==> config.mk <==
export PLATFORM = sky130hd
export DESIGN_NAME = dds_multich_sweep_avalon_slave_flat
export DESIGN_NICKNAME = d
export VERILOG_FILES = /design/src/rtl/dds_multich_sweep_avalon_slave_if.sv /design/src/rtl/dds_multich_sweep_avalon_slave.sv /design/src/flat_wrapper.sv
export SDC_FILE = /design/constraint.sdc
export NUM_CORES = 2
export LEC_CHECK = 0
export CORE_ASPECT_RATIO = 1.1
export CORE_MARGIN = 4
export CORE_UTILIZATION = 40
export DETAILED_ROUTE_END_ITERATION = 8
export PLACE_DENSITY = 0.57
export SLEW_MARGIN = 10
export SYNTH_ARGS = -nofsm -noshare
export SYNTH_HDL_FRONTEND = slang
export SYNTH_SLANG_ARGS = --single-unit
==> constraint.sdc <==
create_clock -name clock -period 10.99 [get_ports clock]
set_input_delay 2.198 -clock clock [delete_from_list [all_inputs] [get_ports clock]]
set_output_delay 2.198 -clock clock [all_outputs]
set_load 0.01 [all_outputs]
==> src/rtl/dds_multich_sweep_avalon_slave_if.sv <==
// Avalon-MM slave bus bundle for the multichannel DDS sweep block.
//   chipselect/write/read : bus strobes (write/read qualified by chipselect)
//   address               : [2:0] register, upper bits channel index
//   writedata/readdata    : 32-bit data; readdata is registered (latency 1)
interface dds_multich_sweep_avalon_slave_if #(
  parameter int N_CH = 2
) ();
  localparam int AW = $clog2(N_CH) + 3;

  logic          chipselect;
  logic          write;
  logic          read;
  logic [AW-1:0] address;
  logic [31:0]   writedata;
  logic [31:0]   readdata;

  modport master (output chipselect, write, read, address, writedata, input readdata);
  modport slave  (input chipselect, write, read, address, writedata, output readdata);
endinterface

==> src/rtl/dds_multich_sweep_avalon_slave.sv <==
// Multichannel DDS phase generator with per-channel FTW sweep engines,
// programmed over an Avalon-MM slave.
//   clock, reset   : system clock, synchronous active-high reset
//   bus            : Avalon-MM slave (see the interface file)
//   o_phase        : N_CH packed phases, OUT_WIDTH bits each, ch0 in LSBs
//   o_sweep_done   : per-channel sticky done flags
//   o_irq          : OR over channels of (done & irq_en)

// One DDS lane: register file, sweep FSM, phase accumulator.
//   we/wreg/wdata  : register write for this lane
//   rreg/rdata     : combinational register readback
//   phase/done/irq : lane outputs
module dds_sweep_ch #(
  parameter int ACC_WIDTH   = 32,
  parameter int OUT_WIDTH   = 14,
  parameter int DWELL_WIDTH = 16
) (
  input  logic                 clock,
  input  logic                 reset,
  input  logic                 we,
  input  logic [2:0]           wreg,
  input  logic [31:0]          wdata,
  input  logic [2:0]           rreg,
  output logic [31:0]          rdata,
  output logic [OUT_WIDTH-1:0] phase,
  output logic                 done,
  output logic                 irq
);
  localparam int AW = ACC_WIDTH;

  typedef enum logic [1:0] {IDLE = 2'd0, UP = 2'd1, DOWN = 2'd2, DONE = 2'd3} state_t;

  state_t                 state;
  logic                   enable, sweep_en, mode, irq_en;
  logic [AW-1:0]          ftw_start, ftw_stop, ftw_step, phase_off;
  logic [AW-1:0]          ftw_reg, acc;
  logic [DWELL_WIDTH-1:0] dwell, dwell_cnt;

  logic [AW-1:0] ftw_cur, phase_sum;
  logic [AW:0]   up_sum, dn_diff;
  logic          up_hit, dn_hit, ctrl_we;

  // While idle the live FTW tracks START so a static tone follows writes.
  assign ftw_cur   = (state == IDLE) ? ftw_start : ftw_reg;
  assign phase_sum = acc + phase_off;

  // One extra bit so neither direction can wrap past the limits.
  assign up_sum  = {1'b0, ftw_reg} + {1'b0, ftw_step};
  assign dn_diff = {1'b0, ftw_reg} - {1'b0, ftw_step};
  assign up_hit  = up_sum >= {1'b0, ftw_stop};
  assign dn_hit  = dn_diff[AW] | (dn_diff[AW-1:0] <= ftw_start);

  assign ctrl_we = we && (wreg == 3'd0);
  assign irq     = done & irq_en;

  always_ff @(posedge clock) begin
    if (reset) begin
      state     <= IDLE;
      enable    <= 1'b0;
      sweep_en  <= 1'b0;
      mode      <= 1'b0;
      irq_en    <= 1'b0;
      ftw_start <= '0;
      ftw_stop  <= '0;
      ftw_step  <= '0;
      phase_off <= '0;
      ftw_reg   <= '0;
      acc       <= '0;
      dwell     <= '0;
      dwell_cnt <= '0;
      done      <= 1'b0;
      phase     <= '0;
    end else begin
      // W1C first so any set later in this block wins.
      if (we && (wreg == 3'd6) && wdata[2]) done <= 1'b0;

      unique case (state)
        UP, DOWN: begin
          if (dwell_cnt == dwell) begin
            dwell_cnt <= '0;
            if (ftw_step != '0) begin
              if (state == UP) begin
                if (up_hit) begin
                  ftw_reg <= ftw_stop;
                  if (mode) state <= DOWN;
                  else begin
                    state <= DONE;
                    done  <= 1'b1;
                  end
                end else begin
                  ftw_reg <= up_sum[AW-1:0];
                end
              end else begin
                if (dn_hit) begin
                  ftw_reg <= ftw_start;
                  state   <= UP;
                end else begin
                  ftw_reg <= dn_diff[AW-1:0];
                end
              end
            end
          end else begin
            dwell_cnt <= dwell_cnt + DWELL_WIDTH'(1);
          end
        end
        default: ;
      endcase

      // Register writes come after the FSM so a CTRL write overrides stepping.
      if (we) begin
        unique case (wreg)
          3'd0: begin
            enable   <= wdata[0];
            sweep_en <= wdata[1];
            mode     <= wdata[2];
            irq_en   <= wdata[4];
            if (wdata[1] && !sweep_en) begin
              ftw_reg   <= ftw_start;
              dwell_cnt <= '0;
              if (ftw_start > ftw_stop) begin
                state <= DONE;
                done  <= 1'b1;
              end else begin
                state <= UP;
              end
            end else if (!wdata[1]) begin
              state <= IDLE;
            end
          end
          3'd1: ftw_start <= wdata[AW-1:0];
          3'd2: ftw_stop  <= wdata[AW-1:0];
          3'd3: ftw_step  <= wdata[AW-1:0];
          3'd4: dwell     <= wdata[DWELL_WIDTH-1:0];
          3'd5: phase_off <= wdata[AW-1:0];
          default: ;
        endcase
      end

      // phase_clr overrides accumulation for one cycle.
      if (ctrl_we && wdata[3]) acc <= '0;
      else if (enable)         acc <= acc + ftw_cur;

      phase <= phase_sum[AW-1 -: OUT_WIDTH];
    end
  end

  always_comb begin
    rdata = '0;
    unique case (rreg)
      3'd0: rdata = {27'd0, irq_en, 1'b0, mode, sweep_en, enable};
      3'd1: rdata = 32'(ftw_start);
      3'd2: rdata = 32'(ftw_stop);
      3'd3: rdata = 32'(ftw_step);
      3'd4: rdata = 32'(dwell);
      3'd5: rdata = 32'(phase_off);
      3'd6: rdata = {29'd0, done, state};
      3'd7: rdata = 32'(ftw_cur);
    endcase
  end
endmodule

module dds_multich_sweep_avalon_slave #(
  parameter int N_CH        = 2,
  parameter int ACC_WIDTH   = 32,
  parameter int OUT_WIDTH   = 14,
  parameter int DWELL_WIDTH = 16
) (
  input  logic                          clock,
  input  logic                          reset,
  dds_multich_sweep_avalon_slave_if.slave bus,
  output logic [N_CH*OUT_WIDTH-1:0]     o_phase,
  output logic [N_CH-1:0]               o_sweep_done,
  output logic                          o_irq
);
  localparam int AW = $clog2(N_CH) + 3;
  localparam int CW = (N_CH > 1) ? $clog2(N_CH) : 1;

  logic [CW-1:0]                   ch_idx;
  logic                            ch_ok, wr_any;
  logic [N_CH-1:0][31:0]           ch_rdata;
  logic [N_CH-1:0][OUT_WIDTH-1:0]  ch_phase;
  logic [N_CH-1:0]                 ch_done, ch_irq;
  logic [31:0]                     rsel;

  generate
    if (N_CH > 1) begin : g_idx
      assign ch_idx = bus.address[AW-1:3];
    end else begin : g_idx1
      assign ch_idx = '0;
    end
  endgenerate

  // Non-power-of-two N_CH leaves unused channel codes; those are dead.
  assign ch_ok  = 32'(ch_idx) < 32'(N_CH);
  assign wr_any = bus.chipselect & bus.write & ch_ok;

  generate
    for (genvar c = 0; c < N_CH; c++) begin : g_ch
      dds_sweep_ch #(
        .ACC_WIDTH  (ACC_WIDTH),
        .OUT_WIDTH  (OUT_WIDTH),
        .DWELL_WIDTH(DWELL_WIDTH)
      ) u_ch (
        .clock (clock),
        .reset (reset),
        .we    (wr_any && (ch_idx == CW'(c))),
        .wreg  (bus.address[2:0]),
        .wdata (bus.writedata),
        .rreg  (bus.address[2:0]),
        .rdata (ch_rdata[c]),
        .phase (ch_phase[c]),
        .done  (ch_done[c]),
        .irq   (ch_irq[c])
      );
    end
  endgenerate

  assign o_phase      = ch_phase;
  assign o_sweep_done = ch_done;
  assign o_irq        = |ch_irq;

  always_comb begin
    rsel = '0;
    for (int c = 0; c < N_CH; c++)
      if (ch_idx == CW'(c)) rsel = ch_rdata[c];
  end

  // Readback samples pre-write register state, so a read of a register
  // written in the same cycle returns the old value.
  always_ff @(posedge clock) begin
    if (reset)                              bus.readdata <= '0;
    else if (bus.chipselect && bus.read)    bus.readdata <= ch_ok ? rsel : 32'd0;
  end
endmodule

==> src/flat_wrapper.sv <==
// flat-port wrapper written by rule: the top's interface ports become plain ports
module dds_multich_sweep_avalon_slave_flat 
#(
  parameter int N_CH        = 2,
  parameter int ACC_WIDTH   = 32,
  parameter int OUT_WIDTH   = 14,
  parameter int DWELL_WIDTH = 16
)
  (clock, reset, o_phase, o_sweep_done, o_irq, bus_chipselect, bus_write, bus_read, bus_address, bus_writedata, bus_readdata);
  dds_multich_sweep_avalon_slave_if #(.N_CH(N_CH)) bus_i ();
  input  logic clock;
  input  logic reset;
  output logic [N_CH*OUT_WIDTH-1:0] o_phase;
  output logic [N_CH-1:0] o_sweep_done;
  output logic o_irq;
  input wire logic [$bits(bus_i.chipselect)-1:0] bus_chipselect;
  input wire logic [$bits(bus_i.write)-1:0] bus_write;
  input wire logic [$bits(bus_i.read)-1:0] bus_read;
  input wire logic [$bits(bus_i.address)-1:0] bus_address;
  input wire logic [$bits(bus_i.writedata)-1:0] bus_writedata;
  output wire logic [$bits(bus_i.readdata)-1:0] bus_readdata;
  assign bus_i.chipselect = bus_chipselect;
  assign bus_i.write = bus_write;
  assign bus_i.read = bus_read;
  assign bus_i.address = bus_address;
  assign bus_i.writedata = bus_writedata;
  assign bus_readdata = bus_i.readdata;
  dds_multich_sweep_avalon_slave #(.N_CH(N_CH), .ACC_WIDTH(ACC_WIDTH), .OUT_WIDTH(OUT_WIDTH), .DWELL_WIDTH(DWELL_WIDTH)) u_core (.clock(clock), .reset(reset), .bus(bus_i), .o_phase(o_phase), .o_sweep_done(o_sweep_done), .o_irq(o_irq));
endmodule
==> results.md <==
Outcome:
- The run finished with clean final reports.

Clocking:
- In this run, post-CTS repair resized a total of 0 instances.
- The worst-skew pair later-pin latency is 0.67 ns.
- Hold repair after CTS inserted 0 buffers.
- The clock net in this run drives a total of 522 sinks.
- The maximum buffer depth of the clock tree is 3.
- The maximum level of the CTS H-tree is 2.
- CTS placed an instance of sky130_fd_sc_hd__clkbuf_16 at the clock tree root.
- The clock slew seen by the registers of the worst setup and hold paths is 0.07 ns.
- The number of buffers inserted by post-CTS setup repair is 0.
- The TritonCTS clock tree is yes.
- The number of clock buffers added by TritonCTS is 61.

Finish:
- The count of antenna diodes in the layout is 0.
- The number of fill cells is 10200.
- At the end of the flow, the number of nets in the layout was 5732.
- The area growth from synthesis to layout is 9.61%.
- The share of cells above drive strength 1 is 6.34%.

STA:
- The total count of hold-check failures in the final report came to 0.
- The setup skew after layout is 0.0271 ns.
- The headroom to the max-slew limit is 19.4%.
- The highest attainable clock frequency is 132 MHz.
- Setup repair after global routing left no endpoint under its margin.
- The tightest hold path in the finished design has a slack of 0.450 ns.
- The count of endpoints failing setup in the final report is 0.
- The transition time of the tightest slew-check pin is 1.20 ns.
- The minimum period implied by the final worst setup slack is 7.60 ns.
- The worst path uses 69.2% of the clock period.
- Adding up every negative setup slack in the final design gives 0 ns.
- The final count of pins violating max slew came to 0.

Yosys:
- The most used flip-flop cell after synthesis is sky130_fd_sc_hd__dfxtp_1.
- The register area share after synthesis is 25.9%.
- The register bit total from synthesis is 522.
- The synthesized design contains 0 enable-type register cells.
- A synthesized cell averages 7.56 um2.
- In this run the biggest area consumer among cell types represents 25.9% of the synthesized area.
- After technology mapping, the gate count stands at 5337.
- The mapped netlist covers 0.0404 mm2.
- The Yosys step of the flow raised 0 warnings.
- The net count after synthesis is 5832.
- The netlist uses 95 different library cells.
- The proportion of register bits with asynchronous set or reset after synthesis is 0%.
- The post-synthesis cell type with the largest combined area is sky130_fd_sc_hd__dfxtp_1.
- In the post-synthesis netlist, the biggest area contributors are sky130_fd_sc_hd__dfxtp_1 26%, sky130_fd_sc_hd__ha_1 14%, sky130_fd_sc_hd__a21oi_1 7.9%, sky130_fd_sc_hd__nand2_1 7.7%, sky130_fd_sc_hd__nor2_1 3.8%.

Route:
- The via density per instance is 6.07.
- The detailed router placed 39900 vias in this run.
- After detailed routing, the number of remaining DRC violations is 0.
- Before antenna repair, the detailed router went through 6 iterations.
- The first routing iteration left 4222 violations.
- The wire length per cell after detailed routing is 25.5 um.
- The aggregate routed wire length is 167000 um.
- Once detail routing completed, the nets flagged for antenna violations numbered 0.

Placed design:
- The total of buffers placed on input and output ports is 103.
- Routability-driven placement finished with a final weighted congestion of 0.963.
- The HPWL after detailed placement is 124000 um.

Setup path:
- The worst setup path is captured at a flip-flop.
- The maximum fanout along the worst path is 37.
- Data on the critical path arrives at its endpoint at 8.12 ns.
- The critical path start-end classification is flip-flop to flip-flop.
- The startpoint of the most critical setup path is u_core.g_ch[1].u_ch.ftw_step[1].
- The start of the worst register-to-register path is u_core.g_ch[1].u_ch.ftw_step[1].
- STA puts the critical path data required time at 11.51 ns.
- The worst setup path is launched from a flip-flop.

Power:
- The static leakage is 17.8 nW.
- The worst-case IR drop observed on VDD is 0.000123 V.
- The areal power density over the cells is 115 mW/mm2.

Floorplanning:
- After floorplanning, the core was sized to cover 0.0996 mm2.
- From bottom edge to top edge, the die measures 341 um.
- For this configuration, the core starts out at a cell density of 40.5%.
- After floorplanning, the core was divided into 121 placement rows.
- The die is 311 um wide.
- In this run the count of I/O pins placed on the die edge is 104.
- The die covers 0.106 mm2.

Hold path:
- The start point of the worst hold path is u_core.bus.readdata[12].
- The path class of the tightest hold or removal check is flip-flop to flip-flop.

Global routing:
- For this run, the total global-route usage over all layers was measured as 30.1%.
- The first-pass GRT wire length is 245000 um.
- The initial antenna violation count came to 3.
- Entering global routing, the biggest net connects 96 pins.
- For this run the aggregate overflow at the end of global routing stands at 0.
- The via count of the first global-routing pass was 37400.

Flow run:
- The max-cap violation count is 0.
-- final cells by class --
type	instances	area [um2]	share of cell area [%]
Clock buffer	84	1700	3.85
Clock inverter	28	300	0.679
Inverter	294	1100	2.50
Multi-Input combinational cell	4195	27600	62.4
Sequential cell	522	10500	23.6
Tap cell	1291	1620	3.65
Timing Repair Buffer	163	1470	3.32
-- layer usage --
layer	routed length, um	vias up	track usage [%]
met5	0	-	0
met4	7330	0	11.7
met3	12500	321	4.06
met2	75500	1718	49.3
met1	72200	19200	40.2
li1	-	18700	-
-- per-stage QoR --
step / worst slack (ns) / std cells / cell area [um2] / utilization [%] / power [W]
2_1_floorplan: 5.55 / 5337 / 40400 / - / 0.00266
3_3_place_gp: 3.45 / 6465 / 42200 / 42.4 / 0.00296
3_5_place_dp: 3.45 / 6465 / 42200 / 42.4 / 0.00297
6_report: 3.39 / 6577 / 44200 / 44.4 / 0.00508
5_1_grt: 3.10 / 6577 / 44200 / 44.4 / 0.00522
4_1_cts: 3.41 / 6577 / 44200 / 44.4 / 0.00507
-- power by group --
group          total [W]  leakage, nW  internal (W)  switching, W
Sequential       0.00193         4.21       0.00191     0.0000218
Combinational    0.00102         12.6      0.000347      0.000671
Clock            0.00213        0.977       0.00120      0.000931
Total            0.00508         17.8       0.00345       0.00162
-- critical path: stages, from the launching register on --
cell	delay, ns
sky130_fd_sc_hd__dfxtp_1	0.52
sky130_fd_sc_hd__inv_1	0.08
sky130_fd_sc_hd__ha_1	0.31
sky130_fd_sc_hd__nor2b_1	0.16
sky130_fd_sc_hd__o2111ai_1	0.28
sky130_fd_sc_hd__nand3_1	0.20
sky130_fd_sc_hd__and4_1	0.23
sky130_fd_sc_hd__a211o_1	0.35
sky130_fd_sc_hd__a211oi_1	0.66
sky130_fd_sc_hd__o221ai_1	0.39
sky130_fd_sc_hd__nor4_1	0.26
sky130_fd_sc_hd__nor3_1	0.11
sky130_fd_sc_hd__xor2_1	0.17
sky130_fd_sc_hd__ha_1	0.35
sky130_fd_sc_hd__nand3_1	0.09
sky130_fd_sc_hd__nor3_1	0.55
sky130_fd_sc_hd__nand4_1	0.36
sky130_fd_sc_hd__nor4_1	0.70
sky130_fd_sc_hd__a211oi_1	0.29
sky130_fd_sc_hd__o21ai_4	0.12
sky130_fd_sc_hd__buf_4	0.55
sky130_fd_sc_hd__mux2_2	0.41
sky130_fd_sc_hd__o211ai_1	0.20
sky130_fd_sc_hd__a221oi_2	0.08
-- kinds of logic after synthesis --
kind of cell	share of synthesized area, %
compound gates	24.1
mux	4.97
simple gates	19.3
fa+ha+maj	14.2
buf+inv	6.04
flops	25.9
xor+xnor	5.49
-- final timing paths --
path	endpoint	cells after the start	slack [ns]
setup / recovery	u_core.g_ch[1].u_ch.ftw_reg[17]	23	3.39
setup reg to reg	u_core.g_ch[1].u_ch.ftw_reg[17]	23	3.39
hold / removal	u_core.bus.readdata[12]	2	0.45
hold reg to reg	u_core.bus.readdata[12]	2	0.45
-- cells in the mapped netlist (all sizes together), types with 21 or more instances --
master    n
xnor2   164
o211ai   65
o21a     36
inv     292
or3      39
nor2b    49
nand2   833
a221oi   39
nand3   114
dfxtp   522
xor2     89
mux2i    97
nand4    64
o21ai   226
buf      45
o21bai   34
nand2b   40
a21o    136
a31oi    44
nor3     63
a21oi   638
nor2    407
clkbuf  281
and3     31
a211oi   64
a32oi    21
ha      448
a22oi    72
mux2     92
nor4     41
-- placed cells by master, fill, tap and decap left out, types with 98 or more instances in the layout --
cell type / instances
sky130_fd_sc_hd__a21o_1: 136
sky130_fd_sc_hd__nand3_1: 114
sky130_fd_sc_hd__xnor2_1: 164
sky130_fd_sc_hd__dfxtp_1: 520
sky130_fd_sc_hd__clkdlybuf4s50_1: 98
sky130_fd_sc_hd__a21oi_1: 637
sky130_fd_sc_hd__nand2_1: 824
sky130_fd_sc_hd__inv_1: 291
sky130_fd_sc_hd__nor2_1: 396
sky130_fd_sc_hd__ha_1: 446
sky130_fd_sc_hd__o21ai_0: 208
No activity file was read; power rests on OpenSTA's default activity.
